===== src/rtl/sr_latch_driver.sv =====
// sr_latch_driver: turns raw, bouncy set/clear request levels into clean,
// fixed-width drive pulses for a downstream SR latch.
//
// Each request goes through a 2-flop synchronizer and a debouncer. A debounced
// 0->1 edge becomes a one-cycle event. An FSM turns each event into
// PULSE_CYCLES of s (or r) with enable, followed by GAP_CYCLES of all-zero
// drive. An event that arrives while the FSM is busy is held in a one-deep
// pending flag, one per request type. Simultaneous set and clear events
// cancel each other and raise 'conflict' for one cycle.
//
// Ports
//   clk       rising-edge clock
//   rst_n     asynchronous active-low reset
//   set_req   raw asynchronous set request (level)
//   rst_req   raw asynchronous clear request (level)
//   s, r      set / reset drive to the latch (registered)
//   enable    latch enable, high only while s or r is driven (registered)
//   busy      FSM not IDLE (registered)
//   conflict  one-cycle pulse when a set/clear pair was discarded (registered)

// Per-request lane: synchronizer, debounce counter and rising-edge detector.
module sr_debounce #(
  parameter int unsigned DEBOUNCE_CYCLES = 4
) (
  input  logic clk,
  input  logic rst_n,
  input  logic raw_i,
  output logic rise_o
);
  localparam logic [7:0] CNT_MAX = 8'(DEBOUNCE_CYCLES);

  logic       sync1_q, sync2_q;
  logic       lvl_q, lvl_d;
  logic       rise_q;
  logic [7:0] cnt_q, cnt_d;

  // The counter runs only while the synchronized sample disagrees with the
  // accepted level. It stops at CNT_MAX, where the level flips and the
  // counter clears, so it can never wrap.
  always_comb begin
    lvl_d = lvl_q;
    cnt_d = cnt_q;
    if (sync2_q == lvl_q) begin
      cnt_d = '0;
    end else if (cnt_q == CNT_MAX) begin
      lvl_d = ~lvl_q;
      cnt_d = '0;
    end else begin
      cnt_d = cnt_q + 8'd1;
    end
  end

  always_ff @(posedge clk or negedge rst_n) begin
    if (!rst_n) begin
      sync1_q <= 1'b0;
      sync2_q <= 1'b0;
      lvl_q   <= 1'b0;
      cnt_q   <= '0;
      rise_q  <= 1'b0;
    end else begin
      sync1_q <= raw_i;
      sync2_q <= sync1_q;
      lvl_q   <= lvl_d;
      cnt_q   <= cnt_d;
      rise_q  <= lvl_d & ~lvl_q;
    end
  end

  assign rise_o = rise_q;
endmodule

module sr_latch_driver #(
  parameter int unsigned DEBOUNCE_CYCLES = 4,
  parameter int unsigned PULSE_CYCLES    = 2,
  parameter int unsigned GAP_CYCLES      = 1
) (
  input  logic clk,
  input  logic rst_n,
  input  logic set_req,
  input  logic rst_req,
  output logic s,
  output logic r,
  output logic enable,
  output logic busy,
  output logic conflict
);
  typedef enum logic [1:0] {IDLE, SET_PULSE, CLR_PULSE, GAP} state_e;

  localparam logic [7:0] PULSE_LAST = 8'(PULSE_CYCLES - 1);
  localparam logic [7:0] GAP_LAST   = 8'(GAP_CYCLES - 1);

  // Lane 0 carries set, lane 1 carries clear.
  logic [1:0] raw, rise;
  logic       set_evt, clr_evt;

  assign raw     = {rst_req, set_req};
  assign set_evt = rise[0];
  assign clr_evt = rise[1];

  sr_debounce #(.DEBOUNCE_CYCLES(DEBOUNCE_CYCLES)) u_deb [1:0] (
    .clk   (clk),
    .rst_n (rst_n),
    .raw_i (raw),
    .rise_o(rise)
  );

  state_e     state_q, state_d;
  logic [7:0] cnt_q, cnt_d;
  logic       pend_set_q, pend_set_d, pend_clr_q, pend_clr_d;
  logic       conflict_d;
  logic       dispatch, want_set, want_clr;
  logic       s_q, r_q, en_q, busy_q, conflict_q;

  always_comb begin
    state_d    = state_q;
    cnt_d      = cnt_q;
    pend_set_d = pend_set_q;
    pend_clr_d = pend_clr_q;
    conflict_d = 1'b0;
    dispatch   = 1'b0;
    // An event arriving in the dispatch cycle itself is merged with the
    // pending flags so it is never lost.
    want_set   = pend_set_q | set_evt;
    want_clr   = pend_clr_q | clr_evt;

    unique case (state_q)
      IDLE: dispatch = 1'b1;
      SET_PULSE, CLR_PULSE: begin
        if (cnt_q == PULSE_LAST) begin
          state_d = GAP;
          cnt_d   = '0;
        end else begin
          cnt_d = cnt_q + 8'd1;
        end
      end
      GAP: begin
        if (cnt_q == GAP_LAST) dispatch = 1'b1;
        else                   cnt_d    = cnt_q + 8'd1;
      end
      default: state_d = IDLE;
    endcase

    if (dispatch) begin
      cnt_d      = '0;
      pend_set_d = 1'b0;
      pend_clr_d = 1'b0;
      if (want_set && want_clr) begin
        conflict_d = 1'b1;
        state_d    = IDLE;
      end else if (want_set) begin
        state_d = SET_PULSE;
      end else if (want_clr) begin
        state_d = CLR_PULSE;
      end else begin
        state_d = IDLE;
      end
    end else begin
      pend_set_d = want_set;
      pend_clr_d = want_clr;
    end
  end

  // Outputs are decoded from the next state, so they change on the same edge
  // as the state register and always agree with it.
  always_ff @(posedge clk or negedge rst_n) begin
    if (!rst_n) begin
      state_q    <= IDLE;
      cnt_q      <= '0;
      pend_set_q <= 1'b0;
      pend_clr_q <= 1'b0;
      s_q        <= 1'b0;
      r_q        <= 1'b0;
      en_q       <= 1'b0;
      busy_q     <= 1'b0;
      conflict_q <= 1'b0;
    end else begin
      state_q    <= state_d;
      cnt_q      <= cnt_d;
      pend_set_q <= pend_set_d;
      pend_clr_q <= pend_clr_d;
      s_q        <= (state_d == SET_PULSE);
      r_q        <= (state_d == CLR_PULSE);
      en_q       <= (state_d == SET_PULSE) || (state_d == CLR_PULSE);
      busy_q     <= (state_d != IDLE);
      conflict_q <= conflict_d;
    end
  end

  assign s        = s_q;
  assign r        = r_q;
  assign enable   = en_q;
  assign busy     = busy_q;
  assign conflict = conflict_q;
endmodule


===== config.mk =====
export PLATFORM = sky130hd
export DESIGN_NAME = sr_latch_driver
export DESIGN_NICKNAME = d
export VERILOG_FILES = /design/src/rtl/sr_latch_driver.sv
export SDC_FILE = /design/constraint.sdc
export NUM_CORES = 1
export LEC_CHECK = 0
export ABC_CLOCK_PERIOD_IN_PS = 5300
export BUFFER_PORTS_ARGS = -buffer_cell sky130_fd_sc_hd__buf_2
export CAP_MARGIN = 30
export CORE_UTILIZATION = 43
export CTS_BUF_LIST = sky130_fd_sc_hd__clkbuf_16
export CTS_CLUSTER_SIZE = 8
export DETAILED_ROUTE_END_ITERATION = 6
export MAX_ROUTING_LAYER = met4
export PLACE_DENSITY = 0.59
export SLEW_MARGIN = 20
export SYNTH_ARGS = -nofsm -noshare
export SYNTH_HDL_FRONTEND = slang
export SYNTH_SLANG_ARGS = --single-unit

===== constraint.sdc =====
create_clock -name clk -period 5.3 [get_ports clk]
set_clock_uncertainty 0.1 [all_clocks]
set_input_delay 0.53 -clock clk [delete_from_list [all_inputs] [get_ports clk]]
set_output_delay 0.53 -clock clk [all_outputs]
set_load 0.1 [all_outputs]

==> impl_results.md <==
* Die X at 69.0 um
* CTS tree: yes
* Setup-failing EPs final at 0
* CTS Root Cell: clkbuf_16
* Largest net degree at the start of global routing at 42
* Pleak at 1.10 nW
* Post-Syn Area at 0.00193 mm^2
* Placer Congestion at 0.836
* Minimum hold slack at 0.246 ns
* Fill count at 406
* Met1 Usage GRT at 18.6%
* Most frequent cells in the layout: dfrtp_1 (41), nor2_1 (23), nand3_1 (16)
* Post-Synthesis Net Count at 188
* Num CTS Buffers at 5
* Gr ovfl total at 0
* DRT antenna net count at 0
* Total Routing Usage GR at 15.2%
* Non-filler cells, final at 241
* Worst IR Drop VDD at 274 uV
* Post-cts resize count at 0
* Netlist cell types at 31
* Synth area leader: dfrtp_1
* Slew margin rel. at 67.7%
* Ports at 9
* Port Buffer Count at 8
* CTS Sinks at 41
* Hpwl dp at 2210 um
* Clock transition at the registers of the reported paths at 0.06 ns
* Final period util at 39.7%
* First-pass GRT wire length at 5610 um
* Post-CTS setup buffer count at 0
* Fmax at 475 MHz
* Worst EP required at 5.36 ns
* Residual DRC at 0
* H-Tree Level Count at 2
* Worst min path class: reg2reg
* Crit path kind: reg2reg
* Pre-CTS setup slack at 3.21 ns
* Post-layout util at 51.5%
* Final hold vios at 0
* Busiest grt layer: met2
* RSZ-0062 raised after global routing: false
* Fin crit period at 2.10 ns
* Routed vias at 1,288
* Synthesized instance count at 172
* # rows at 24
* Worst Setup End Kind: flip-flop
* Arr. time, crit path at 2.16 ns
* Worst-Skew Late Latency at 0.27 ns
* Pwr/cell area at 407 mW/mm^2
* Seq/Total Area, Yosys at 53.1%
* Setup TNS at 0 ns
* Crit-path max FO at 7
* Multi-input logic area at 863 um^2
* Longest Clk Path Bufs at 2
* Met3 GRT Util at 4.68%
* Register area at 0.00103 mm^2
* Routed wire length per instance at 13.4 um
* Max cap viols at 0
* DIE AREA at 0.00476 mm^2
* Warnings, synthesis at 0
* Top post-synthesis cells by area: dfrtp_1 (53%), ha_1 (7.8%), xor2_1 (5.9%), nor2_1 (4.5%), nand3_1 (4.1%)
* Mean area per synthesized cell at 11.2 um^2
* Placed Cells at 232
* Met2 Usage GRT at 23.5%
* Final slew viol count at 0
* Vias in the first global route at 1,285
* Top-area cell type share of the netlist area at 53.1%
* Commonest non-fill, non-tap cell in the layout: dfrtp_1
* Antenna diodes at 0
* Share of cells above drive strength 1 at 14.8%
* First-pass DRT Iterations at 4
* Nets at 205
* Area grow syn2layout at 15.3%
* Status: completed
* Drt total wl at 3230 um
* Crit path launch type: flip-flop
* DR iter-0 viols at 55
* Chip Height at 69.0 um
* Number of synthesized register bits at 41
* Post-CTS Hold Buffers at 0
* Slew @ Worst Pin at 0.488 ns
* Initial core utilization at 44.6%
* Worst setup margin at 3.20 ns
* Initial antenna violation count at 0
* Core area at 0.00432 mm^2
* Number of vias per cell at 5.34
-- critical path, stage by stage (launching register included) --
cell and delay, ns:
dfrtp_1 0.45, nor4_4 0.41, a41oi_2 0.20, or2_4 0.28, o211a_1 0.26, ha_1 0.29
-- power breakdown --
group | internal (W) | total [W] | leakage [nW] | switching, W
logic | 0.0000675 | 0.000194 | 0.469 | 0.000127
clock network | 0.000218 | 0.000325 | 0.0797 | 0.000107
registers | 0.000349 | 0.000387 | 0.555 | 0.0000375
-- flip-flops by register name, indices dropped and copies added (netlist names) --
name and cells:
pend_clr_q 1, u_deb.sync2_q 2, cnt_q 8, enable 1, u_deb.sync1_q 2, conflict 1
u_deb.lvl_q 2, r 1, pend_set_q 1, u_deb.cnt_q 16, s 1, u_deb.rise_o 2
busy 1, state_q 2
-- cell families after synthesis --
group,share of synthesized area [%]
AOI/OAI and AO/OA,8.04
adders and majority gates,7.78
muxes,2.33
DFF,53.1
and+or+nand+nor,19.3
buffers and inverters,2.14
xor gates and xnor gates,7.26
-- per-layer routing --
metal | vias up | wire length (um)
met5 | - | 0
li1 | 637 | -
met4 | 0 | 34
met3 | 4 | 97
met2 | 20 | 1550
met1 | 627 | 1540
-- layout make-up --
| cell class | count | area share (%) |
|---|---|---|
| Clock buffer | 5 | 5.62 |
| Clock inverter | 2 | 1.57 |
| Inverter | 11 | 1.85 |
| Multi-Input combinational cell | 120 | 38.8 |
| Sequential cell | 41 | 46.1 |
| Tap cell | 52 | 2.92 |
| Timing Repair Buffer | 10 | 3.15 |
-- cells in the mapped netlist --
| cell | instances |
|---|---|
| dfrtp_1 | 41 |
| nor2_1 | 23 |
| nand3_1 | 16 |
| xor2_1 | 13 |
| ha_1 | 12 |
| and3_1 | 10 |
| inv_1 | 10 |
| mux2_2 | 4 |
| nand2_1 | 4 |
| nor3_1 | 4 |
| o21ai_0 | 4 |
| a22o_1 | 3 |
| nor3b_1 | 3 |
| xnor2_1 | 3 |
| a211o_1 | 2 |
| nand4_1 | 2 |
| nor4b_1 | 2 |
| o211a_1 | 2 |
| o211ai_1 | 2 |
| a211o_2 | 1 |
| a221o_1 | 1 |
| a32o_2 | 1 |
| a41oi_2 | 1 |
| and3_2 | 1 |
| inv_2 | 1 |
| nand2b_1 | 1 |
| nor2b_1 | 1 |
| nor4_4 | 1 |
| o21ai_2 | 1 |
| or2_4 | 1 |
| or3_1 | 1 |
-- through the flow --
| stage | total power, W | area, um^2 |
|---|---|---|
| after CTS | 0.000921 | 2200 |
| after floorplan | 0.000531 | 1930 |
| after global placement | 0.000573 | 2040 |
| final | 0.000906 | 2230 |
| after global routing | 0.000962 | 2230 |
| after detailed placement | 0.000580 | 2040 |
-- path summary, 6_finish.rpt --
path                                  start                to  slack, ns  depth (start not counted)
min in group asynchronous             rst_n          conflict       0.53                          2
min                        u_deb[1].sync1_q  u_deb[1].sync2_q       0.25                          0
max in group asynchronous             rst_n          cnt_q[3]       4.14                          3
max                                cnt_q[3]            enable       3.20                          5
max reg2reg                        cnt_q[3]            enable       3.20                          5
min reg2reg                u_deb[1].sync1_q  u_deb[1].sync2_q       0.25                          0
Power figures use the tool's default switching activity.
